--- src/rtl/demux_1x13_reg_if.sv ---
// Bundles the 13-way write demux data, control and status signals.
// The master drives writes and burst words; the slave is the register bank.
interface demux_1x13_reg_if #(
    parameter int WIDTH = 8
);
    logic [WIDTH-1:0] d;
    logic [3:0]       sel;
    logic             we;
    logic             clr;
    logic             burst_start;
    logic             burst_valid;
    logic [WIDTH-1:0] q0, q1, q2, q3, q4, q5, q6, q7, q8, q9, q10, q11, q12;
    logic [12:0]      wstb;
    logic             err;
    logic             busy;
    logic             done;

    modport master (
        output d, sel, we, clr, burst_start, burst_valid,
        input  q0, q1, q2, q3, q4, q5, q6, q7, q8, q9, q10, q11, q12,
        input  wstb, err, busy, done
    );

    modport slave (
        input  d, sel, we, clr, burst_start, burst_valid,
        output q0, q1, q2, q3, q4, q5, q6, q7, q8, q9, q10, q11, q12,
        output wstb, err, busy, done
    );
endinterface

--- src/rtl/demux_1x13_reg.sv ---
// Routes one byte per cycle into a bank of 13 registered channels, either
// by explicit channel index or as an in-order 13-word burst load.
module demux_1x13_reg #(
    parameter int               WIDTH       = 8,
    parameter logic [WIDTH-1:0] RESET_VALUE = '0
) (
    input logic               clock,
    input logic               reset,
    demux_1x13_reg_if.slave   bus
);
    typedef enum logic [1:0] {IDLE, BURST, FIN} state_t;

    state_t           state, stateNext;
    logic [3:0]       index, indexNext;
    logic [WIDTH-1:0] bank     [13];
    logic [WIDTH-1:0] bankNext [13];
    logic [12:0]      wstb, wstbNext;
    logic             err, errNext;
    logic             busy, busyNext;
    logic             done, doneNext;

    always_ff @(posedge clock) begin
        if (reset) begin
            state <= IDLE;
            index <= '0;
        end else begin
            state <= stateNext;
            index <= indexNext;
        end
    end

    // The burst index wraps back to 0 on the last word so it never exceeds 12.
    always_comb begin
        stateNext = state;
        indexNext = index;
        if (bus.clr) begin
            stateNext = IDLE;
            indexNext = '0;
        end else begin
            case (state)
                IDLE: begin
                    if (bus.burst_start) begin
                        stateNext = BURST;
                        indexNext = '0;
                    end
                end
                BURST: begin
                    if (bus.burst_valid) begin
                        if (index == 4'd12) begin
                            stateNext = FIN;
                            indexNext = '0;
                        end else begin
                            indexNext = index + 4'd1;
                        end
                    end
                end
                FIN:     stateNext = IDLE;
                default: stateNext = IDLE;
            endcase
        end
    end

    always_comb begin
        bankNext = bank;
        wstbNext = '0;
        errNext  = 1'b0;
        busyNext = (stateNext == BURST);
        doneNext = (stateNext == FIN);
        if (bus.clr) begin
            for (int i = 0; i < 13; i++) begin
                bankNext[i] = RESET_VALUE;
            end
        end else begin
            case (state)
                IDLE: begin
                    if (!bus.burst_start && bus.we) begin
                        if (bus.sel <= 4'd12) begin
                            bankNext[bus.sel] = bus.d;
                            wstbNext          = 13'b1 << bus.sel;
                        end else begin
                            errNext = 1'b1;
                        end
                    end
                end
                BURST: begin
                    if (bus.burst_valid) begin
                        bankNext[index] = bus.d;
                        wstbNext        = 13'b1 << index;
                    end
                end
                default: ;
            endcase
        end
    end

    always_ff @(posedge clock) begin
        if (reset) begin
            for (int i = 0; i < 13; i++) begin
                bank[i] <= RESET_VALUE;
            end
            wstb <= '0;
            err  <= 1'b0;
            busy <= 1'b0;
            done <= 1'b0;
        end else begin
            bank <= bankNext;
            wstb <= wstbNext;
            err  <= errNext;
            busy <= busyNext;
            done <= doneNext;
        end
    end

    assign bus.q0   = bank[0];
    assign bus.q1   = bank[1];
    assign bus.q2   = bank[2];
    assign bus.q3   = bank[3];
    assign bus.q4   = bank[4];
    assign bus.q5   = bank[5];
    assign bus.q6   = bank[6];
    assign bus.q7   = bank[7];
    assign bus.q8   = bank[8];
    assign bus.q9   = bank[9];
    assign bus.q10  = bank[10];
    assign bus.q11  = bank[11];
    assign bus.q12  = bank[12];
    assign bus.wstb = wstb;
    assign bus.err  = err;
    assign bus.busy = busy;
    assign bus.done = done;
endmodule

--- src/flat_wrapper.sv ---
// flat-port wrapper written by rule: the top's interface ports become plain ports
module demux_1x13_reg_flat 
#(
    parameter int               WIDTH       = 8,
    parameter logic [WIDTH-1:0] RESET_VALUE = '0
)
  (clock, reset, bus_d, bus_sel, bus_we, bus_clr, bus_burst_start, bus_burst_valid, bus_q0, bus_q1, bus_q2, bus_q3, bus_q4, bus_q5, bus_q6, bus_q7, bus_q8, bus_q9, bus_q10, bus_q11, bus_q12, bus_wstb, bus_err, bus_busy, bus_done);
  demux_1x13_reg_if #(.WIDTH(WIDTH)) bus_i ();
  input logic clock;
  input logic reset;
  input wire logic [$bits(bus_i.d)-1:0] bus_d;
  input wire logic [$bits(bus_i.sel)-1:0] bus_sel;
  input wire logic [$bits(bus_i.we)-1:0] bus_we;
  input wire logic [$bits(bus_i.clr)-1:0] bus_clr;
  input wire logic [$bits(bus_i.burst_start)-1:0] bus_burst_start;
  input wire logic [$bits(bus_i.burst_valid)-1:0] bus_burst_valid;
  output wire logic [$bits(bus_i.q0)-1:0] bus_q0;
  output wire logic [$bits(bus_i.q1)-1:0] bus_q1;
  output wire logic [$bits(bus_i.q2)-1:0] bus_q2;
  output wire logic [$bits(bus_i.q3)-1:0] bus_q3;
  output wire logic [$bits(bus_i.q4)-1:0] bus_q4;
  output wire logic [$bits(bus_i.q5)-1:0] bus_q5;
  output wire logic [$bits(bus_i.q6)-1:0] bus_q6;
  output wire logic [$bits(bus_i.q7)-1:0] bus_q7;
  output wire logic [$bits(bus_i.q8)-1:0] bus_q8;
  output wire logic [$bits(bus_i.q9)-1:0] bus_q9;
  output wire logic [$bits(bus_i.q10)-1:0] bus_q10;
  output wire logic [$bits(bus_i.q11)-1:0] bus_q11;
  output wire logic [$bits(bus_i.q12)-1:0] bus_q12;
  output wire logic [$bits(bus_i.wstb)-1:0] bus_wstb;
  output wire logic [$bits(bus_i.err)-1:0] bus_err;
  output wire logic [$bits(bus_i.busy)-1:0] bus_busy;
  output wire logic [$bits(bus_i.done)-1:0] bus_done;
  assign bus_i.d = bus_d;
  assign bus_i.sel = bus_sel;
  assign bus_i.we = bus_we;
  assign bus_i.clr = bus_clr;
  assign bus_i.burst_start = bus_burst_start;
  assign bus_i.burst_valid = bus_burst_valid;
  assign bus_q0 = bus_i.q0;
  assign bus_q1 = bus_i.q1;
  assign bus_q2 = bus_i.q2;
  assign bus_q3 = bus_i.q3;
  assign bus_q4 = bus_i.q4;
  assign bus_q5 = bus_i.q5;
  assign bus_q6 = bus_i.q6;
  assign bus_q7 = bus_i.q7;
  assign bus_q8 = bus_i.q8;
  assign bus_q9 = bus_i.q9;
  assign bus_q10 = bus_i.q10;
  assign bus_q11 = bus_i.q11;
  assign bus_q12 = bus_i.q12;
  assign bus_wstb = bus_i.wstb;
  assign bus_err = bus_i.err;
  assign bus_busy = bus_i.busy;
  assign bus_done = bus_i.done;
  demux_1x13_reg #(.WIDTH(WIDTH), .RESET_VALUE(RESET_VALUE)) u_core (.clock(clock), .reset(reset), .bus(bus_i));
endmodule
--- config.mk ---
export PLATFORM = sky130hd
export DESIGN_NAME = demux_1x13_reg_flat
export DESIGN_NICKNAME = d
export VERILOG_FILES = /design/src/rtl/demux_1x13_reg_if.sv /design/src/rtl/demux_1x13_reg.sv /design/src/flat_wrapper.sv
export SDC_FILE = /design/constraint.sdc
export NUM_CORES = 1
export LEC_CHECK = 0
export ABC_CLOCK_PERIOD_IN_PS = 3000
export CAP_MARGIN = 20
export CORE_MARGIN = 2
export CORE_UTILIZATION = 39
export CTS_CLUSTER_DIAMETER = 200
export DETAILED_ROUTE_END_ITERATION = 6
export PLACE_DENSITY_LB_ADDON = 0.15
export SLEW_MARGIN = 25
export SYNTH_ARGS = -nofsm -noshare
export SYNTH_HDL_FRONTEND = slang
export SYNTH_SLANG_ARGS = --single-unit
--- constraint.sdc ---
create_clock -name clock -period 3 [get_ports clock]
set_clock_uncertainty 0.05 [all_clocks]
set_input_delay 0.45 -clock clock [delete_from_list [all_inputs] [get_ports clock]]
set_output_delay 0.45 -clock clock [all_outputs]
set_load 0.005 [all_outputs]
==> flow_metrics.py <==
metrics = {
    "yosys": {
        "synth_fa_ha_area_share_pct": 1.52,
        "postSynth.asyncResetShare_pct": 0,
        "synthTopCellsByArea": "dfxtp_1 51%, mux2i_1 16%, nand2_1 8.4%",
        "yosysWarnings": 0,
        "synth_edf_count": 0,
        "ys_seq_area_share_pct": 51.1,
        "yosysTopAreaCellShare_pct": 51.1,
        "synth_common_cells": "126 x dfxtp_1, 111 x nand2_1, 80 x mux2i_1",
        "syn-num-nets": 533,
        "synthCells": 509,
        "synthFlopType": "dfxtp_1",
        "synth_top_family_by_area": "simple AND/OR/NAND/NOR gates",
        "ys_ff_latch": 126,
        "yosys.area.top_type": "dfxtp_1",
        "synth.distinct_cells": 39,
        "muxShareOfSynthArea_pct": 16.2,
        "syn_avg_cell_area_um2": 9.70,
        "yosysMostFrequentCell": "dfxtp_1",
        "synth_compound_area_share_pct": 7.45,
        "yosys.area_share.simple_pct": 20.4,
        "synth_area_um2": 4940,
        "synthXorXnorAreaFrac_pct": 0,
    },
    "critical_path": {
        "cp-endpoint": "u_core.bus.q0[3]",
        "end_kind": "flip-flop",
        "r2r_setup_slack_ps": 400,
        "critPathKind": "reg -> reg",
        "max_stage_delay_ps": 770,
        "cp.required_ps": 3290,
        "ff2ff_path_depth": 4,
        "r2r_end": "u_core.bus.q0[3]",
        "slowest_stage": "nor4b_1",
        "crit_path_start_kind": "flip-flop",
        "cp.arrival_ps": 2890,
        "worstPathMaxFanout": 19,
        "cp-startpoint": "u_core.state[0]",
        "rr_startpoint": "u_core.state[0]",
        "worstPathCellList": "nor4b_1 > o32ai_2 > nor2_2 > mux2i_1",
    },
    "grt": {
        "antenna_found_initial": 0,
        "use_met3_pct": 7.52,
        "overflow": 0,
        "grt_pass1_vias": 4087,
        "grt_pass1_wl_mm": 21.7,
        "grt_use_total_pct": 21.3,
        "grt_max_degree": 65,
        "gr-max-usage-layer": "met2",
        "met1_usage_pct": 26.4,
        "use_met2_pct": 33.9,
    },
    "outcome": {
        "status": "complete, no violations",
    },
    "drt": {
        "drc_errors": 0,
        "dr.pass1.iters": 4,
        "ant_nets": 0,
        "post_drt_wl_per_cell_um": 16.9,
        "vias": 4117,
        "routed_wl_mm": 13.9,
        "routed_via_density": 4.98,
        "drt_iter0_drc": 210,
    },
    "floorplan": {
        "core_area_um2": 12500,
        "rows": 41,
        "pin_count": 138,
        "die_width_um": 117,
        "fp.dieArea_um2": 13600,
        "die_y_um": 117,
        "start_util_pct": 39.6,
    },
    "power": {
        "sw_frac_of_total_pct": 22.3,
        "switchingPower_uw": 824,
        "seq_power_share_pct": 45.7,
        "clkPwrFrac_pct": 49.8,
        "p_comb_share_pct": 4.6,
        "p_leak_uw": 0.00251,
        "p_per_area_nw_per_um2": 530,
        "irDropWorstVdd_v": 0.000293,
        "internal-power_uw": 2870,
    },
    "placement": {
        "place_congestion": 0.781,
        "dp_hpwl_mm": 9.76,
        "io_buffers": 137,
        "dpl_cell_area_um2": 6450,
    },
    "cts": {
        "cts_resized": 0,
        "cts_buffers": 17,
        "clk_root_buffer_cell": "clkbuf_16",
        "htreeDepth": 4,
        "clkSinkCount": 126,
        "clk_latency_ps": 410,
        "hold_buffers": 0,
        "cts_tree": "done",
        "cts_setup_buffers": 0,
        "cts.reportedPaths.clkPinSlew_ps": 50,
        "cts_buffer_depth": 2,
    },
    "finish": {
        "nNetsFinal": 668,
        "area_growth_syn_to_layout_pct": 41.3,
        "final_cell_area_um2": 6980,
        "n_antenna_cell": 0,
        "layout-drive-gt1-share_pct": 7.48,
    },
    "sta": {
        "tightest_slew_ps": 753,
        "grt_setup_unrepaired": "false",
        "finalSetupTns_ps": 0,
        "finalSetupViolCount": 0,
        "hold_violations": 0,
        "drv_slew": 0,
        "period_needed_ps": 2600,
        "slew_headroom_pct": 49.1,
        "fmax_mhz": 385,
        "period_share_pct": 86.6,
    },
    "flow_run": {
        "cap_violations": 0,
    },
    "hold_path": {
        "hp-class": "reg -> reg",
    },
}
-- worst min path at each step --
stage,from,to,slack [ps],cells past startpoint
5_1_grt,u_core.bus.q10[3],u_core.bus.q10[3],430,2
4_1_cts,u_core.bus.q4[6],u_core.bus.q4[6],410,2
3_5_place_dp,u_core.bus.q10[3],u_core.bus.q10[3],400,2
3_3_place_gp,u_core.bus.q1[6],u_core.bus.q1[6],390,2
2_1_floorplan,u_core.bus.q0[0],u_core.bus.q0[0],400,2
6_report,u_core.bus.q10[3],u_core.bus.q10[3],410,2
-- cell families (layout without fill, tap and decap cells) --
| family | count (synthesis) | in the layout |
|---|---|---|
| mux | 80 | 80 |
| compound gates | 48 | 48 |
| fa+ha+maj | 6 | 6 |
| buf+inv | 32 | 178 |
| simple gates | 217 | 217 |
| flops | 126 | 126 |
-- area by class of cell --
cell class / instances / area, um2
inverters: 4 / 15.0
clock inverters: 5 / 33.8
multi-input cells: 351 / 2260
flip-flops and latches: 126 / 2520
well taps: 172 / 215
clock buffers: 25 / 495
fillers: 1151 / 5490
repair buffers: 144 / 1440
-- state kept, by name (all words and copies together) (netlist names) --
register,flops
u_core.bus.q8,8
u_core.bus.q3,8
u_core.bus.q11,8
u_core.index,4
u_core.bus.q6,8
u_core.bus.q10,8
u_core.state,2
u_core.bus.q7,8
u_core.bus.q0,8
u_core.bus.q12,8
u_core.bus.q4,8
u_core.bus.q2,8
u_core.bus.err,1
u_core.bus.q9,8
u_core.bus.busy,1
u_core.bus.wstb,13
u_core.bus.q5,8
u_core.bus.q1,8
u_core.bus.done,1
-- power groups by stage --
stage	Sequential, uW	Combinational [uW]	Clock (uW)
floorplan	1720	93.3	0
global route	1690	183	1950
finish	1690	169	1840
detailed placement	1720	169	0
CTS	1690	170	1880
global placement	1720	168	0
-- worst max-delay path: cells and delay by family, from the launching register on --
| kind | cells | cell delay (ps) |
|---|---|---|
| AO/OA/AOI/OAI | 1 | 340 |
| AND/OR/NAND/NOR | 2 | 1330 |
| multiplexers | 1 | 280 |
| flip-flops | 1 | 510 |
-- stage by stage --
stage	util (%)	hold WS [ps]	instances	power [uW]	worst slack [ps]
6_report	56.0	407	827	3700	402
5_1_grt	56.0	430	827	3820	300
4_1_cts	56.0	409	827	3730	460
3_5_place_dp	51.7	401	797	1890	165
3_3_place_gp	51.7	393	797	1890	264
2_1_floorplan	-	401	509	1810	1090
-- cell usage in the layout, fill, tap and decap left out, types with 6 or more instances in the layout --
cell               n
buf_4              6
mux2i_1           80
dfxtp_1          126
ha_1               6
nor2_1            26
nor2b_1            8
a32oi_1            6
nor3_1             6
clkbuf_16         17
o21ai_0           25
nand2_1          111
clkdlybuf4s50_1  137
nand3_1           28
nand2b_1           9
-- routing by layer --
metal / wire length, um / part of all wire, % / up-vias
met3: 990 / 7.1 / 17
met2: 6630 / 48 / 130
met5: 0 / 0 / -
met4: 223 / 1.6 / 0
li1: - / - / 2015
met1: 6090 / 44 / 1955
Note: power is estimated with default switching activity, not from simulation.
